<file path="src/rtl/fetch_unit.sv">
// Instruction prefetch queue: fetches one word per cycle from memory into a DEPTH-entry FIFO.
// Fetch-to-output latency 1 cycle; fetch stalls while the queue is full and not popping, and redirect flushes.
module fetch_unit #(
    parameter logic [15:0] RESET_PC = 16'h0000,
    parameter int          DEPTH    = 2
) (
    input  logic        clk,
    input  logic        rst_n,
    input  logic        fetchEn,
    input  logic        redirect,
    input  logic [15:0] redirectPC,
    output logic [15:0] readAdr,
    input  logic [15:0] readData,
    output logic [15:0] instr,
    output logic [15:0] instrPC,
    output logic        instrValid,
    input  logic        instrReady
);

    localparam int PW = (DEPTH > 1) ? $clog2(DEPTH) : 1;
    localparam int CW = $clog2(DEPTH + 1);
    localparam logic [CW-1:0] DEPTH_C  = CW'(DEPTH);
    localparam logic [PW-1:0] LAST_PTR = PW'(DEPTH - 1);

    typedef struct packed {
        logic [15:0] pc;
        logic [15:0] word;
    } entry_t;

    entry_t        q_mem [DEPTH];
    entry_t        head_entry;
    logic [15:0]   pc_q, pc_d;
    logic [PW-1:0] head_q, head_d, tail_q, tail_d;
    logic [CW-1:0] count_q, count_d;
    logic          push, pop;

    // Pointers wrap explicitly so non-power-of-two depths work.
    function automatic logic [PW-1:0] ptr_inc(input logic [PW-1:0] p);
        return (p == LAST_PTR) ? '0 : p + PW'(1);
    endfunction

    assign readAdr    = pc_q;
    assign instrValid = (count_q != '0);
    assign pop        = instrValid & instrReady;
    assign push       = fetchEn & ~redirect & ((count_q < DEPTH_C) | pop);
    assign head_entry = q_mem[head_q];
    assign instr      = instrValid ? head_entry.word : 16'h0000;
    assign instrPC    = instrValid ? head_entry.pc   : 16'h0000;

    always_comb begin
        pc_d    = pc_q;
        head_d  = head_q;
        tail_d  = tail_q;
        count_d = count_q;
        if (redirect) begin
            // A handshake in the same cycle is dropped along with the queue.
            pc_d    = redirectPC;
            head_d  = '0;
            tail_d  = '0;
            count_d = '0;
        end else begin
            if (push) begin
                pc_d   = pc_q + 16'd1;
                tail_d = ptr_inc(tail_q);
            end
            if (pop) begin
                head_d = ptr_inc(head_q);
            end
            if (push && !pop) begin
                count_d = count_q + CW'(1);
            end else if (pop && !push) begin
                count_d = count_q - CW'(1);
            end
        end
    end

    always_ff @(posedge clk or negedge rst_n) begin
        if (!rst_n) begin
            pc_q    <= RESET_PC;
            head_q  <= '0;
            tail_q  <= '0;
            count_q <= '0;
        end else begin
            pc_q    <= pc_d;
            head_q  <= head_d;
            tail_q  <= tail_d;
            count_q <= count_d;
        end
    end

    always_ff @(posedge clk) begin
        if (push) begin
            q_mem[tail_q] <= {pc_q, readData};
        end
    end

endmodule
</file>
<file path="config.mk">
export PLATFORM = sky130hd
export DESIGN_NAME = fetch_unit
export DESIGN_NICKNAME = d
export VERILOG_FILES = /design/src/rtl/fetch_unit.sv
export SDC_FILE = /design/constraint.sdc
export NUM_CORES = 1
export LEC_CHECK = 0
export ABC_AREA = 1
export CORE_ASPECT_RATIO = 1.5
export CORE_UTILIZATION = 40
export DETAILED_ROUTE_END_ITERATION = 6
export PLACE_DENSITY = 0.66
export SLEW_MARGIN = 20
export SYNTH_ARGS = -nofsm -noshare
export SYNTH_HDL_FRONTEND = slang
export SYNTH_SLANG_ARGS = --single-unit
export TNS_END_PERCENT = 100
</file>
<file path="constraint.sdc">
create_clock -name clk -period 6.1 [get_ports clk]
set_input_delay 1.83 -clock clk [delete_from_list [all_inputs] [get_ports clk]]
set_output_delay 1.83 -clock clk [all_outputs]
set_load 0.02 [all_outputs]
</file>
# Word-level counts from Yosys, hierarchy flattened
# Memory sizes are Yosys's and may differ from the RTL's.
# Cells that the tools add are included.
dict set report op_classes {
  n_addsub 5
  multipliers 0
  div_mod_pow 0
  order_cmp 1
  n_eq_ne 0
  shifts 0
  n_mux 15
  bitwise_logic 5
  reduce_logical 8
}
# operator count
set ops {}
lappend ops {{two-way mux 16 bit} 4}
lappend ops {{adder 16 x 1 -> 16 bit, second input constant} 1}
lappend ops {{two-way mux 1 bit} 8}
lappend ops {{two-way mux 2 bit} 3}
lappend ops {{nonzero test 2 bit} 3}
lappend ops {{AND 1 bit} 3}
lappend ops {{nonzero test 3 bit} 1}
lappend ops {{adder 1 bit, second input constant} 2}
lappend ops {{adder 2 x 1 -> 2 bit, second input constant} 1}
lappend ops {{logical AND 1 bit} 2}
lappend ops {{zero test 1 bit} 2}
lappend ops {{less-than comparator 2 bit, second input constant} 1}
lappend ops {{subtractor 2 x 1 -> 2 bit, second input constant} 1}
lappend ops {{inverter 1 bit} 1}
lappend ops {{bitwise OR 1 bit} 1}
dict set report totals {
  regBits 20
  latchBits 0
  ramBits 64
  romBits 0
  input_bits 37
  output_inout_bits 49
  elab_cells 39
  n_memories 1
}
# memory words width read_ports rd_clocked_by_memory_dff wr line
set memory_table {}
lappend memory_table {q_mem 2 32 1 0 1 30} ;# entry_t q_mem [DEPTH];

# Depth between registers and ports, before layout
dict set report logic_depth {
  depth_word 9
  ltp_mapped 8
  depth_no_buf 8
}

# Least setup slack after synthesis
# No wires, ideal clock.
dict set report synth_timing {
  kind {input port to flip-flop}
  startpoint {input port redirect}
  endpoint {memory q_mem[0][0] (netlist name), enable pin}
  setup_ps 422
  t_arrival_ps 3529
  t_required_ps 5678
  path_slack_ps 2149
  stages 4
  n_path_buf 1
  path_cell_list {buf_6 > inv_6 > nand3_4 > nor2_1}
}
dict set report synth_between {
  elab_chain_len 5
}
# item line
set synth_rtl {}
lappend synth_rtl {{start: declaration} 10} ;# input logic redirect,
lappend synth_rtl {{inverter 1 bit} 45} ;# assign push = fetchEn & ~redirect & ((count_q < DEPTH_C) | pop);
lappend synth_rtl {{AND 1 bit (2 in series)} 45}
lappend synth_rtl {{two-way mux 1 bit} 92} ;# if (push) begin
lappend synth_rtl {{two-way mux 1 bit (implied by the code)} 93} ;# q_mem[tail_q] <= {pc_q, readData};
lappend synth_rtl {{end: declaration} 30}
# No other way between the ends.

# Worst setup path in the final report
dict set report layout_timing {
  startpoint {register head_q}
  endpoint {output port instrPC[14]}
}
dict set report layout_between {
  elab_chain_len 2
}
# item line
set layout_rtl {}
lappend layout_rtl {{start: declaration} 33} ;# logic [PW-1:0] head_q, head_d, tail_q, tail_d;
lappend layout_rtl {{start signal: assignment} 80} ;# head_q <= '0;
lappend layout_rtl {{start signal: assignment} 85} ;# head_q <= head_d;
lappend layout_rtl {{memory read (2 x 32 bit)} --}
lappend layout_rtl {{two-way mux 16 bit} 48} ;# assign instrPC = instrValid ? head_entry.pc : 16'h0000;
lappend layout_rtl {{end: declaration} 15} ;# output logic [15:0] instrPC,
# No other way between the ends.

==> impl_metrics.tcl <==
set metrics [dict create \
    end_kind "output port" \
    p_switching_uw 573 \
    synth_compound_area_share_pct 8.55 \
    tightestPinTransition_ns 0.989 \
    ant_nets 0 \
    p_sw_share_pct 31.9 \
    path_class "flop to output port" \
    dp_slack_ns 1.77 \
    num_rows 43 \
    grt_pass1_wl_um 12600 \
    synth_fa_ha_area_share_pct 0.331 \
    power_density_mw_per_mm2 359 \
    grt_overflow_total 0 \
    synth_edf_count 64 \
    drive_above_1_share_pct 7.11 \
    ys_warn_count 0 \
    cts_made_buffers 9 \
    area_growth_syn_to_layout_pct 32.4 \
    hold_viol 0 \
    wl_um 8030 \
    setup_viol_count_final 0 \
    die_x_um 81.3 \
    cp_top_family "buffers and inverters" \
    power_leakage_uw 0.00194 \
    critical_path_arrival_ns 2.79 \
    grt_max_degree 36 \
    synth_simple_gate_area_share_pct 21.1 \
    dieArea_mm2 0.00984 \
    drv_cap 0 \
    cp_slowest_cell "clkinv_1" \
    mostFrequentLayoutCells "135 x nand2_1, 85 x clkdlybuf4s50_1, 64 x edfxtp_1" \
    cts_tree "yes" \
    min_period_ns 4.62 \
    die_h_um 121 \
    antenna_found_initial 0 \
    grt_usage_pct 17.6 \
    cts_root_buf "clkbuf_16" \
    syn_inst 376 \
    fill_cells 805 \
    status "finished clean" \
    timing.fmax_mhz 217 \
    first_pass_iters 6 \
    io_pins 86 \
    clkPwrFrac_pct 28.3 \
    worstPathBufferInverterCount 3 \
    clockBufferDepth 2 \
    max_stage_delay_ns 0.85 \
    place.gp.congestion 0.815 \
    path_clk_slew_ns 0.06 \
    post-route-period-util_pct 75.7 \
    yosysSeqAreaShare_pct 64.1 \
    synth_top_family_by_area "simple AND/OR/NAND/NOR gates" \
    floorplan.initialDensity_pct 41.1 \
    pwr-share-comb_pct 31.4 \
    synthMuxAreaShare_pct 0 \
    worstSkewPairLatency_ns 0.33 \
    tns_ns 0 \
    synth_async_sr_flop_share_pct 23.8 \
    yosysUniqueCellTypes 31 \
    finalClockSkew_ns 0.00556 \
    grt_pass1_vias 2660 \
    cts.sinks 84 \
    ctsHoldBuffers 0 \
    nets 497 \
    slew_violations 0 \
    crit_fanout 34 \
    cts_setup_buffers 0 \
    ir_worst_vdd_v 0.000166 \
    cp.required_ns 4.27 \
    h-tree-depth 3 \
    io_buffers 85 \
    ys_ff_latch 84 \
    viasPerCell 4.95 \
    seq_power_share_pct 40.4 \
    layout_commonest_cell "nand2_1" \
    routedWlPerCell_um 13.9 \
    syn_area_mm2 0.00378 \
    cts_resized 0 \
    synth.net_count 414 \
    core_mm2 0.00920 \
    crit_path_start_kind "flop" \
    synth-xor-area-share_pct 0.696 \
    slew_headroom_pct 33.9 \
    setup_ws_ns 1.48 \
    diodes 0 \
    num_vias 2851 \
    hpwlAfterDp_um 5450 \
    intPower_uw 1220 \
    hp-class "flop to flop" \
    grt_setup_unrepaired "no" \
    drt-initial-drc-count 134 \
    synthFlopType "edfxtp_1" \
    drc 0 \
    synth.avg_cell_area_um2 10.0 \
    path_cells "buf_4, clkinv_1, nand2_1, a21oi_1, clkdlybuf4s50_1" \
]
==> flip-flops by register name, indices dropped and copies added (netlist names) <==
name / flops
q_mem: 64
count_q: 2
tail_q: 1
head_q: 1
readAdr: 16
==> worst paths after layout <==
| kind | from | to | slack [ns] | depth (start not counted) |
|---|---|---|---|---|
| min in group asynchronous | rst_n | count_q[0]$_DFFE_PN0P_ | 2.05 | 1 |
| min | readAdr[15]$_DFFE_PN0P_ | q_mem[1][31]$_DFFE_PP_ | 0.58 | 0 |
| max in group asynchronous | rst_n | readAdr[14]$_DFFE_PN0P_ | 3.45 | 1 |
| max reg2reg | head_q$_DFFE_PN0P_ | head_q$_DFFE_PN0P_ | 3.96 | 4 |
| max | head_q$_DFFE_PN0P_ | instrPC[14] | 1.48 | 5 |
| min reg2reg | readAdr[15]$_DFFE_PN0P_ | q_mem[1][31]$_DFFE_PP_ | 0.58 | 0 |
==> Yosys cell counts, types with 2 or more instances <==
library cell | number | area [um^2]
clkbuf_1 | 8 | 30.0
o21ai_0 | 6 | 30.0
nor2_1 | 18 | 67.6
buf_6 | 2 | 22.5
a21oi_1 | 33 | 165
inv_1 | 28 | 105
xor2_1 | 3 | 26.3
nor2_4 | 2 | 22.5
nand2_2 | 3 | 18.8
nand2_1 | 135 | 507
edfxtp_1 | 64 | 1920
o21ai_2 | 5 | 43.8
nand3_1 | 22 | 110
nand4_1 | 4 | 25.0
buf_2 | 3 | 15.0
dfrtp_1 | 20 | 500
o211ai_1 | 5 | 37.5
o21bai_1 | 2 | 15.0
==> worst register-to-register path: stages (launching register included) <==
cell      delay (ns)
dfrtp_1         0.32
buf_4           0.32
clkinv_1        0.86
o21ai_0         0.42
a21oi_1         0.07
==> logic make-up (layout without fill, tap and decap cells) <==
group,count (synthesis),count (layout)
simple gates,189,189
flops,84,84
compound gates,54,54
buf+inv,45,133
xor+xnor,3,3
fa+ha+maj,1,1
==> through the flow <==
stage | cells | hold slack [ns] | util (%) | total power (uW) | area [um^2]
2_1_floorplan | 376 | 0.522 | - | 1050 | 3780
3_3_place_gp | 560 | 0.559 | 51.3 | 1300 | 4720
3_5_place_dp | 560 | 0.562 | 51.3 | 1310 | 4720
4_1_cts | 576 | 0.576 | 54.3 | 1810 | 5000
5_1_grt | 576 | 0.601 | 54.3 | 1880 | 5000
6_report | 576 | 0.582 | 54.3 | 1790 | 5000
==> power groups by stage <==
stage,logic [uW],clock network [uW],registers (uW)
finish,563,507,725
global route,613,537,732
CTS,572,516,724
detailed placement,569,0,736
global placement,564,0,734
floorplan,306,0,740
==> area by class of cell <==
cell class | instances | area, um^2 | share of cell area (%)
Inverter | 31 | 121 | 2.43
Clock inverter | 6 | 55.1 | 1.10
Tap cell | 112 | 140 | 2.80
Multi-Input combinational cell | 247 | 1170 | 23.5
Clock buffer | 10 | 229 | 4.58
Timing Repair Buffer | 86 | 858 | 17.2
Sequential cell | 84 | 2420 | 48.4
==> per-layer routing <==
layer	vias to the layer above	GRT usage, %	routed length, um
li1	1424	-	-
met1	1334	19.5	3250
met2	77	30.8	4300
met3	16	3.61	281
met4	0	9.49	197
met5	-	0	0
Power figures use the tool's default switching activity.
